$ cat config.mk
export PLATFORM = sky130hd
export DESIGN_NAME = game
export DESIGN_NICKNAME = d
export VERILOG_FILES = /design/src/rtl/game_pkg.sv /design/src/rtl/game_btn.sv /design/src/rtl/game.sv
export SDC_FILE = /design/constraint.sdc
export NUM_CORES = 1
export LEC_CHECK = 0
export CELL_PAD_IN_SITES_DETAIL_PLACEMENT = 1
export CELL_PAD_IN_SITES_GLOBAL_PLACEMENT = 1
export CORE_MARGIN = 4
export CORE_UTILIZATION = 35
export CTS_CLUSTER_SIZE = 25
export DETAILED_ROUTE_END_ITERATION = 7
export HOLD_SLACK_MARGIN = 0.05
export PLACE_DENSITY = 0.65
export SLEW_MARGIN = 30
export SYNTH_ARGS = -nofsm -noshare
export SYNTH_HDL_FRONTEND = slang
export SYNTH_HIERARCHICAL = 1
export SYNTH_SLANG_ARGS = --single-unit
export TNS_END_PERCENT = 30
$ cat constraint.sdc
create_clock -name Clk100Mhz -period 2.7 [get_ports Clk100Mhz]
set_input_delay 0.27 -clock Clk100Mhz [delete_from_list [all_inputs] [get_ports Clk100Mhz]]
set_output_delay 0.27 -clock Clk100Mhz [all_outputs]
set_load 0.02 [all_outputs]
$ cat src/rtl/game_pkg.sv
// Shared types and helpers for the symmetric counter game.
// State encoding, 7-segment codes and BCD arithmetic.
package game_pkg;

    typedef enum logic [1:0] {
        IDLE,
        RUN,
        HOLD,
        WIN
    } stateT;

    localparam int LEVEL_W = 2;
    localparam logic [LEVEL_W-1:0] LEVEL_MAX = 2'd3;

    localparam logic [6:0] SEG_0 = 7'h40;
    localparam logic [6:0] SEG_1 = 7'h79;
    localparam logic [6:0] SEG_2 = 7'h24;
    localparam logic [6:0] SEG_3 = 7'h30;
    localparam logic [6:0] SEG_4 = 7'h19;
    localparam logic [6:0] SEG_5 = 7'h12;
    localparam logic [6:0] SEG_6 = 7'h02;
    localparam logic [6:0] SEG_7 = 7'h78;
    localparam logic [6:0] SEG_8 = 7'h00;
    localparam logic [6:0] SEG_9 = 7'h10;
    localparam logic [6:0] SEG_BLANK = 7'h7F;

    function automatic logic [6:0] bcdToSeg(
        input logic [3:0] d
    );
        logic [6:0] s;
        unique case (d)
            4'd0:    s = SEG_0;
            4'd1:    s = SEG_1;
            4'd2:    s = SEG_2;
            4'd3:    s = SEG_3;
            4'd4:    s = SEG_4;
            4'd5:    s = SEG_5;
            4'd6:    s = SEG_6;
            4'd7:    s = SEG_7;
            4'd8:    s = SEG_8;
            4'd9:    s = SEG_9;
            default: s = SEG_BLANK;
        endcase
        return s;
    endfunction

    function automatic logic [15:0] bcdInc(
        input logic [15:0] v
    );
        logic [15:0] r;
        logic carry;
        r = v;
        carry = 1'b1;
        for (int i = 0; i < 4; i++) begin
            if (carry) begin
                if (r[i*4 +: 4] == 4'd9) begin
                    r[i*4 +: 4] = 4'd0;
                end else begin
                    r[i*4 +: 4] = r[i*4 +: 4] + 4'd1;
                    carry = 1'b0;
                end
            end
        end
        return r;
    endfunction

    function automatic logic isPalindrome(
        input logic [15:0] v
    );
        return (v[15:12] == v[3:0]) &&
               (v[11:8] == v[7:4]);
    endfunction

endpackage

$ cat src/rtl/game_btn.sv
// Button conditioner: 2-FF sync, debounce, press pulse.
// Accepted level moves only after a full stable window.
module btn_conditioner #(
    parameter int DEBOUNCE_CYCLES = 1_000_000
) (
    input  logic clk,
    input  logic rst_n,
    input  logic btnIn,
    output logic press
);

    localparam int CW = $clog2(DEBOUNCE_CYCLES + 1);
    localparam logic [CW-1:0] CNT_LAST =
        CW'(DEBOUNCE_CYCLES - 1);

    logic syncA;
    logic syncB;
    logic stable;
    logic [CW-1:0] cnt;

    // Two-stage synchronizer for the asynchronous button.
    always_ff @(posedge clk) begin
        if (!rst_n) begin
            syncA <= 1'b0;
            syncB <= 1'b0;
        end else begin
            syncA <= btnIn;
            syncB <= syncA;
        end
    end

    // Debounce window; a rising accept emits one pulse.
    always_ff @(posedge clk) begin
        if (!rst_n) begin
            cnt    <= '0;
            stable <= 1'b0;
            press  <= 1'b0;
        end else begin
            press <= 1'b0;
            if (syncB == stable) begin
                cnt <= '0;
            end else if (cnt == CNT_LAST) begin
                cnt    <= '0;
                stable <= syncB;
                press  <= syncB;
            end else begin
                cnt <= cnt + 1'b1;
            end
        end
    end

endmodule

$ cat src/rtl/game.sv
// Symmetric counter reaction game top level.
// Counter, state machine, speed level and display scan.
module game
    import game_pkg::*;
#(
    parameter int TICK_DIV        = 10_000_000,
    parameter int REFRESH_DIV     = 100_000,
    parameter int DEBOUNCE_CYCLES = 1_000_000,
    parameter int BLINK_DIV       = 25_000_000
) (
    input  logic       Clk100Mhz,
    input  logic       rst_n,
    input  logic       btnS,
    input  logic       btnU,
    input  logic       btnD,
    output logic [7:0] seg,
    output logic [3:0] an
);

    localparam int TW = $clog2(TICK_DIV + 1);
    localparam int RW = $clog2(REFRESH_DIV + 1);
    localparam int BW = $clog2(BLINK_DIV + 1);
    localparam logic [RW-1:0] REF_LAST =
        RW'(REFRESH_DIV - 1);
    localparam logic [BW-1:0] BLINK_LAST =
        BW'(BLINK_DIV - 1);

    logic pressS;
    logic pressU;
    logic pressD;

    stateT state;
    stateT stateNext;
    logic [15:0] count;
    logic [15:0] countNext;

    logic [LEVEL_W-1:0] level;
    logic [LEVEL_W-1:0] levelNext;
    logic levelChg;

    logic [TW-1:0] tickCnt;
    logic [TW-1:0] tickLast;
    logic [31:0] period;
    logic tick;

    logic [RW-1:0] refCnt;
    logic [1:0] scanIdx;
    logic [BW-1:0] blinkCnt;
    logic blinkOn;
    logic [3:0] digit;
    logic dpLit;

    btn_conditioner #(
        .DEBOUNCE_CYCLES(DEBOUNCE_CYCLES)
    ) uBtnS (
        .clk  (Clk100Mhz),
        .rst_n(rst_n),
        .btnIn(btnS),
        .press(pressS)
    );

    btn_conditioner #(
        .DEBOUNCE_CYCLES(DEBOUNCE_CYCLES)
    ) uBtnU (
        .clk  (Clk100Mhz),
        .rst_n(rst_n),
        .btnIn(btnU),
        .press(pressU)
    );

    btn_conditioner #(
        .DEBOUNCE_CYCLES(DEBOUNCE_CYCLES)
    ) uBtnD (
        .clk  (Clk100Mhz),
        .rst_n(rst_n),
        .btnIn(btnD),
        .press(pressD)
    );

    // Saturating speed level; opposing presses cancel.
    always_comb begin
        levelNext = level;
        if (pressU && !pressD && level != LEVEL_MAX) begin
            levelNext = level + 1'b1;
        end else if (pressD && !pressU && level != '0) begin
            levelNext = level - 1'b1;
        end
        levelChg = (levelNext != level);
    end

    // Level register.
    always_ff @(posedge Clk100Mhz) begin
        if (!rst_n) begin
            level <= '0;
        end else begin
            level <= levelNext;
        end
    end

    // Tick period shrinks by powers of two with level.
    always_comb begin
        period   = 32'(TICK_DIV) >> level;
        tickLast = (period > 32'd1) ?
            TW'(period - 32'd1) : '0;
        tick     = (state == RUN) && (tickCnt == tickLast);
    end

    // Prescaler idles at zero outside RUN, so entry starts fresh.
    always_ff @(posedge Clk100Mhz) begin
        if (!rst_n) begin
            tickCnt <= '0;
        end else if (state != RUN || levelChg || tick) begin
            tickCnt <= '0;
        end else begin
            tickCnt <= tickCnt + 1'b1;
        end
    end

    // Next state and count; a stop press freezes pre-tick value.
    always_comb begin
        stateNext = state;
        countNext = count;
        unique case (state)
            IDLE: begin
                countNext = '0;
                if (pressS) begin
                    stateNext = RUN;
                end
            end
            RUN: begin
                if (pressS) begin
                    stateNext = isPalindrome(count) ? WIN : HOLD;
                end else if (tick) begin
                    countNext = bcdInc(count);
                end
            end
            HOLD: begin
                if (pressS) begin
                    stateNext = RUN;
                end
            end
            WIN: begin
                if (pressS) begin
                    stateNext = IDLE;
                    countNext = '0;
                end
            end
            default: begin
                stateNext = IDLE;
                countNext = '0;
            end
        endcase
    end

    // State and count registers.
    always_ff @(posedge Clk100Mhz) begin
        if (!rst_n) begin
            state <= IDLE;
            count <= '0;
        end else begin
            state <= stateNext;
            count <= countNext;
        end
    end

    // Blink phase restarts "on" whenever WIN is entered.
    always_ff @(posedge Clk100Mhz) begin
        if (!rst_n || state != WIN) begin
            blinkCnt <= '0;
            blinkOn  <= 1'b1;
        end else if (blinkCnt == BLINK_LAST) begin
            blinkCnt <= '0;
            blinkOn  <= ~blinkOn;
        end else begin
            blinkCnt <= blinkCnt + 1'b1;
        end
    end

    // Digit scan, one digit per refresh slot.
    always_ff @(posedge Clk100Mhz) begin
        if (!rst_n) begin
            refCnt  <= '0;
            scanIdx <= '0;
        end else if (refCnt == REF_LAST) begin
            refCnt  <= '0;
            scanIdx <= scanIdx + 1'b1;
        end else begin
            refCnt <= refCnt + 1'b1;
        end
    end

    // Segment and anode drive for the scanned digit.
    always_comb begin
        digit = count[scanIdx*4 +: 4];
        dpLit = (state == WIN) || (scanIdx == level);
        seg   = {~dpLit, bcdToSeg(digit)};
        if (state == WIN && !blinkOn) begin
            an = 4'b1111;
        end else begin
            an = ~(4'b0001 << scanIdx);
        end
    end

endmodule

# Word-level counts from Yosys, hierarchy flattened

Memories as Yosys holds them, arrays and structs flattened.
Index checks and enable logic that the tools add are counted.
Widths: inputs -> output; s select.

Register bits after elaboration: 161
Latch bits: 0
Bits in writable memories: 0
Bits in read-only memories: 112
Bits of input ports: 5
Output and inout bits: 12
Logic and storage cells: 156
Memories: 1

Memories:

| name            | words | bits a word | read ports | clocked after memory_dff | wr ports | line           | source |
|---|---|---|---|---|---|---|---|
| (no name shown) | 16    | 7           | 1          | 0                        | 0        | game_pkg.sv:31 | `unique case (d)` |

$add $sub $neg: 14
$mul: 0
Div/mod/pow operators: 0
Magnitude comparators: 1
Eq/ne operators: 31
Shift operators: 3
Mux-type cells: 34
Bitwise logic cells: 10
Reduce and logical (&&, ||, !) cells: 36

Operators with widths:

| kind                  | number |
|---|---|
| $add 20x1->20 const B | 3 |
| $eq 20x20->1 const B  | 3 |
| $mux 16               | 3 |
| $pmux 16 s3           | 1 |
| $gt 32x1->1 const B   | 1 |
| $mux 4                | 8 |
| $shr 24x2->32 const A | 1 |
| $add 25x1->25 const B | 1 |
| $eq 25x25->1 const B  | 1 |
| $add 24x1->24 const B | 1 |
| $eq 24x24->1          | 1 |
| $mux 24               | 1 |
| $sub 24x1->24 const B | 1 |
| $reduce_or 3->1       | 6 |
| $add 17x1->17 const B | 1 |
| $eq 17x17->1 const B  | 1 |
| $add 4x1->4 const B   | 4 |
| $eq 4x4->1 const B    | 4 |
| $shiftx 16x5->4       | 1 |
| $mux 1                | 15 |
| $reduce_and 5->1      | 3 |
| $ne 2x1->1 const B    | 7 |
| $mux 2                | 5 |
| $not 1->1             | 9 |
| other kinds (22)      | 47 |

# Depth between registers and ports, before layout

Gate-level depths: netlist (run 1).

Word-level depth: 20
Depth in mapped cells: 11
Depth with buffers taken out: 10

# Hierarchy

The synthesis (run 1) kept the hierarchy.

By module, submodules not included:

| module          | times used | cells an instance | area an instance (µm²) | sequential area each (µm²) |
|---|---|---|---|---|
| game            | 1          | 582               | 4,956.0                | 1,781.7 |
| btn_conditioner | 3          | 124               | 1,079.8                | 480.5 |

# Worst setup path after synthesis (run 1)

No wires, ideal clock.

Kind: register to register
From: register level[1]
To: register count[4]
Setup time: 0.069 ns
Data arrival time: 2.571 ns
Required time: 2.631 ns
Setup slack: 0.060 ns
Cell stages (with the launch flop): 9
Path buffers: 0
Clock period less this slack: 2.640 ns
Path through: dfxtp_1 inv_1 ha_1 and4bb_1 a211oi_2 nor4b_4 nand3_4 or4_1 o21ai_1

Cells in the longest elaborated chain, start to end: 7
Elaborated cells between the ends (all ways): 8
Classes of those cells: add/sub: 1; order compare: 1; eq/ne: 2; shift: 1; mux: 1; reduce/logical: 2

RTL lines:

| item                                         | line                     | source |
|---|---|---|
| start: declaration                           | game.sv:37               | `logic [LEVEL_W-1:0] level;` |
| start signal: assignment                     | game.sv:96               | `level <= levelNext;` |
| $shr 24x2->32 *                              | game.sv:102              | `period = 32'(TICK_DIV) >> level;` |
| $gt 32x1->1 or $sub 24x1->24 (tied branches) | game.sv:103, game.sv:104 |  |
| $mux 24 *                                    | game.sv:103              | `tickLast = (period > 32'd1) ?` |
| $eq 24x24->1 *                               | game.sv:105              | `tick = (state == RUN) && (tickCnt == tickLast);` |
| $logic_and 1x1->1 *                          | game.sv:105              |  |
| $ne 2x2->1 (no line) *                       | n/a                      |  |
| $reduce_and 5->1 (no line) *                 | n/a                      |  |
| end signal: assignment                       | game.sv:162              | `count <= countNext;` |
| end: declaration                             | game.sv:34               | `logic [15:0] count;` |

Mark *: on every way between the ends. The rest lies on a longest branch, timed or not.
A chain may end at the register's enable or synchronous reset.

# Final worst setup path (run 1)

From: register count[5]
To: output seg[5]

Cells in the longest elaborated chain, start to end: 2

RTL lines:

| item             | line        | source |
|---|---|---|
| $shiftx 16x5->4  | game.sv:194 | `digit = count[scanIdx*4 +: 4];` |
| $mem_v2 16x7     | n/a         |  |
| end: declaration | game.sv:16  | `output logic [7:0] seg,` |

Every way passes these cells.

==> flow_metrics.py, run 1 <==
metrics = {
    "global_route": {
        "grt_overflow": 0,
        "met2_usage_pct": 23.4,
        "grt.busiest_layer": "met2",
        "grt_pass1_vias": 6638,
        "use_met1_pct": 22.0,
        "grt_pass1_wl_mm": 33.4,
        "grt_max_degree": 26,
        "grtUsageTotal_pct": 15.3,
        "grt_antenna_before_repair": 0,
        "use_met3_pct": 3.22,
    },
    "yosys": {
        "yosysTopAreaCell": "dfxtp_1",
        "syn_nets": 991,
        "synth_commonest_cells": "161 x dfxtp_1, 138 x nor2_1, 72 x nand2_1, 65 x nand3_1, 57 x xor2_1",
        "synth_ff_type": "dfxtp_1",
        "synth_top_family_by_area": "simple AND/OR/NAND/NOR gates",
        "synth_fa_ha_area_share_pct": 4.89,
        "yosysTopAreaCellShare_pct": 39.3,
        "ys_seq_area_share_pct": 39.3,
        "yosysMostFrequentCell": "dfxtp_1",
        "synthTopCellsByArea": "dfxtp_1 39%, nor2_1 6.3%, xor2_1 6.1%, xnor2_1 6.0%, ha_1 4.9%",
        "syn_area_sq_um": 8200,
        "synth-simple-area-share_pct": 28.9,
        "synth.avg_cell_area_sq_um": 8.59,
        "synthMuxAreaShare_pct": 1.73,
        "synth_compound_area_share_pct": 9.74,
        "yosysUniqueCellTypes": 67,
        "synthCells": 954,
        "async_reset_ff_share_pct": 0,
        "synth_xor_area_share_pct": 12.1,
        "ys_warn_count": 6,
        "ys_seq_elements": 161,
        "synth_edf_count": 0,
    },
    "critical_path": {
        "path_buf_inv": 2,
        "rrSetupSlack_ns": 0.14,
        "cp_top_family": "flip-flops",
        "critical-path-max-stage-delay_ns": 0.49,
        "cpMaxStageDelayCell": "dfxtp_1",
        "crit_fanout": 7,
        "required_ns": 2.43,
        "start_kind": "register",
        "cp-end-kind": "output pin",
        "arrival_ns": 2.32,
        "path_class": "reg -> out",
        "crit_chain": "mux4_2, inv_1, ha_1, nor2b_1, o21a_1, nor2_1, dlygate4sd2_1",
    },
    "sta": {
        "finalMaxSlewViolations": 0,
        "max_slew_margin_pct": 63.5,
        "fmax_mhz": 387,
        "fin_crit_sh_pct": 95.8,
        "setup_viol": 0,
        "tightest_slew_ns": 0.548,
        "period_minus_slack_ns": 2.59,
        "fin_worst_skew_ns": 0.0101,
        "hold_violations": 0,
    },
    "cts": {
        "cts_buffers": 17,
        "cts_root_buffer": "clkbuf_16",
        "cts_tree": "done",
        "clock_insertion_delay_worst_skew_ns": 0.43,
        "h-tree-depth": 4,
        "clock_sink_count": 161,
        "clkSlewWorstSetupHoldPaths_ns": 0.07,
        "clock_path_buffers": 2,
        "cts_hold_buffers": 0,
    },
    "route": {
        "wire_per_inst_um": 14.7,
        "antenna_left": 0,
        "drtIter0Drc": 237,
        "vias": 6748,
        "route.detailed.drc": 0,
        "wirelength_mm": 19.4,
        "viasPerCell": 5.10,
        "dr.pass1.iters": 4,
    },
    "finish": {
        "finalNetCount": 1034,
        "diodes": 0,
        "area_growth_pct": 15.8,
        "layout-drive-gt1-share_pct": 11.4,
        "nFillCells": 2732,
        "fin_cells": 1323,
        "utilization_pct": 41.5,
    },
    "min_path": {
        "worstHoldPathType": "in -> reg",
    },
    "die": {
        "dieArea_sq_um": 25900,
        "start_util_pct": 35.9,
        "dieWidth_um": 161,
        "rows": 55,
        "core-area_sq_um": 22800,
        "die_h_um": 161,
        "io_pins": 17,
    },
    "place": {
        "gp_congestion": 0.785,
        "io_buffers": 16,
        "place_hpwl_mm": 13.8,
        "dp.cells": 1287,
    },
    "status": {
        "status": "finished, final reports clean",
    },
    "run": {
        "drv_cap": 0,
    },
    "power": {
        "power_density_nw_per_um2": 516,
        "p_leak_nw": 3.17,
        "peakVddDrop_mv": 0.223,
    },
}
stage by stage:
stage,setup TNS (ns),area (sq um),setup WS (ns),power [mW],hold WS (ns)
final,0,9490,0.114,4.90,0.416
after global routing,-0.0390,9490,-0.0303,5.09,0.389
after CTS,0,9450,0.000865,4.98,0.387
after detailed placement,0,8860,0.107,2.50,0.439
after global placement,0,8860,0.204,2.50,0.429
after floorplan,0,8200,0.0601,2.47,0.392
logic make-up (layout without fill, tap and decap cells):
group	Yosys count	in the layout
DFF	161	161
adders and majority gates	32	32
xor gates and xnor gates	113	113
muxes	10	10
buffers and inverters	66	122
AOI/OAI and AO/OA	122	122
and+or+nand+nor	450	450
where the power goes:
group	switching, mW	internal [mW]
sequential	0.00848	2.38
clock	1.06	1.40
combinational	0.0319	0.0175
total	1.10	3.80
layer usage:
metal | wire, um | share of wire [%]
met1 | 10200 | 52
met2 | 8630 | 44
met3 | 445 | 2.3
met4 | 207 | 1.1
met5 | 0 | 0
flip-flops by register name, indices dropped and copies added (netlist names), 2 cells and up:
| register | cells |
|---|---|
| uBtnD/cnt | 20 |
| count | 16 |
| level | 2 |
| blinkCnt | 25 |
| uBtnU/cnt | 20 |
| refCnt | 17 |
| state | 2 |
| uBtnS/cnt | 20 |
| scanIdx | 2 |
| tickCnt | 24 |
placed cells by master, fill, tap and decap left out, drive strengths merged, types with 5 or more instances in the layout:
cell | Yosys | layout
o211ai | 9 | 9
nor4b | 5 | 5
and4 | 8 | 8
a21oi | 35 | 35
nor4 | 20 | 20
clkbuf | 17 | 21
dlygate4sd2 | 0 | 5
nand2b | 5 | 5
or3 | 23 | 23
nor2b | 7 | 7
and2 | 8 | 8
nor2 | 138 | 138
a31o | 6 | 6
a31oi | 6 | 6
inv | 37 | 41
xor2 | 57 | 57
and3 | 16 | 16
nor3 | 19 | 19
dfxtp | 161 | 161
nand3 | 66 | 66
o21ai | 34 | 34
clkdlybuf4s50 | 0 | 9
buf | 12 | 37
xnor2 | 56 | 56
nand2 | 72 | 72
or4 | 14 | 14
nand4 | 30 | 30
ha | 32 | 32
cell type report:
class | instances | area (sq um) | share of cell area [%]
Clock buffer | 19 | 443 | 4.67
Clock inverter | 13 | 151 | 1.60
Sequential cell | 161 | 3220 | 34.0
Tap cell | 313 | 392 | 4.13
Inverter | 37 | 139 | 1.46
Timing Repair Buffer | 53 | 422 | 4.44
Multi-Input combinational cell | 727 | 4720 | 49.7
final timing paths:
kind	startpoint	endpoint	cells past startpoint
hold / removal	btnD	uBtnD/syncA$_SDFF_PN0_	2
setup reg to reg	level[1]$_SDFF_PN0_	count[4]$_SDFFE_PN0P_	9
hold reg to reg	blinkCnt[0]$_SDFF_PP0_	blinkCnt[0]$_SDFF_PP0_	1
setup / recovery	count[5]$_SDFFE_PN0P_	seg[5]	7
what timing repair did:
action | CTS | global route
endpoints found under the setup margin | 7 | 40
resized for setup | 8 | 13
pin swaps | 0 | 3
setup buffers | 0 | 4
No activity file was read; power rests on OpenSTA's default activity.
==> run 2: changes to the inputs <==
--- a/config.mk
+++ b/config.mk
@@ -13,7 +13,7 @@
 export DETAILED_ROUTE_END_ITERATION = 7
 export HOLD_SLACK_MARGIN = 0.05
 export PLACE_DENSITY = 0.65
-export SLEW_MARGIN = 30
+export SLEW_MARGIN = 20
 export SYNTH_ARGS = -nofsm -noshare
 export SYNTH_HDL_FRONTEND = slang
 export SYNTH_HIERARCHICAL = 1
==> results of run 2 <==
No change in the layout: final DEF, timing and power equal those of run 1.
==> run 3: changes to the inputs <==
--- a/config.mk
+++ b/config.mk
@@ -18,4 +18,3 @@
 export SYNTH_HDL_FRONTEND = slang
 export SYNTH_HIERARCHICAL = 1
 export SYNTH_SLANG_ARGS = --single-unit
-export TNS_END_PERCENT = 30
==> results of run 3 <==
No change in the layout: final DEF, timing and power equal those of run 1.
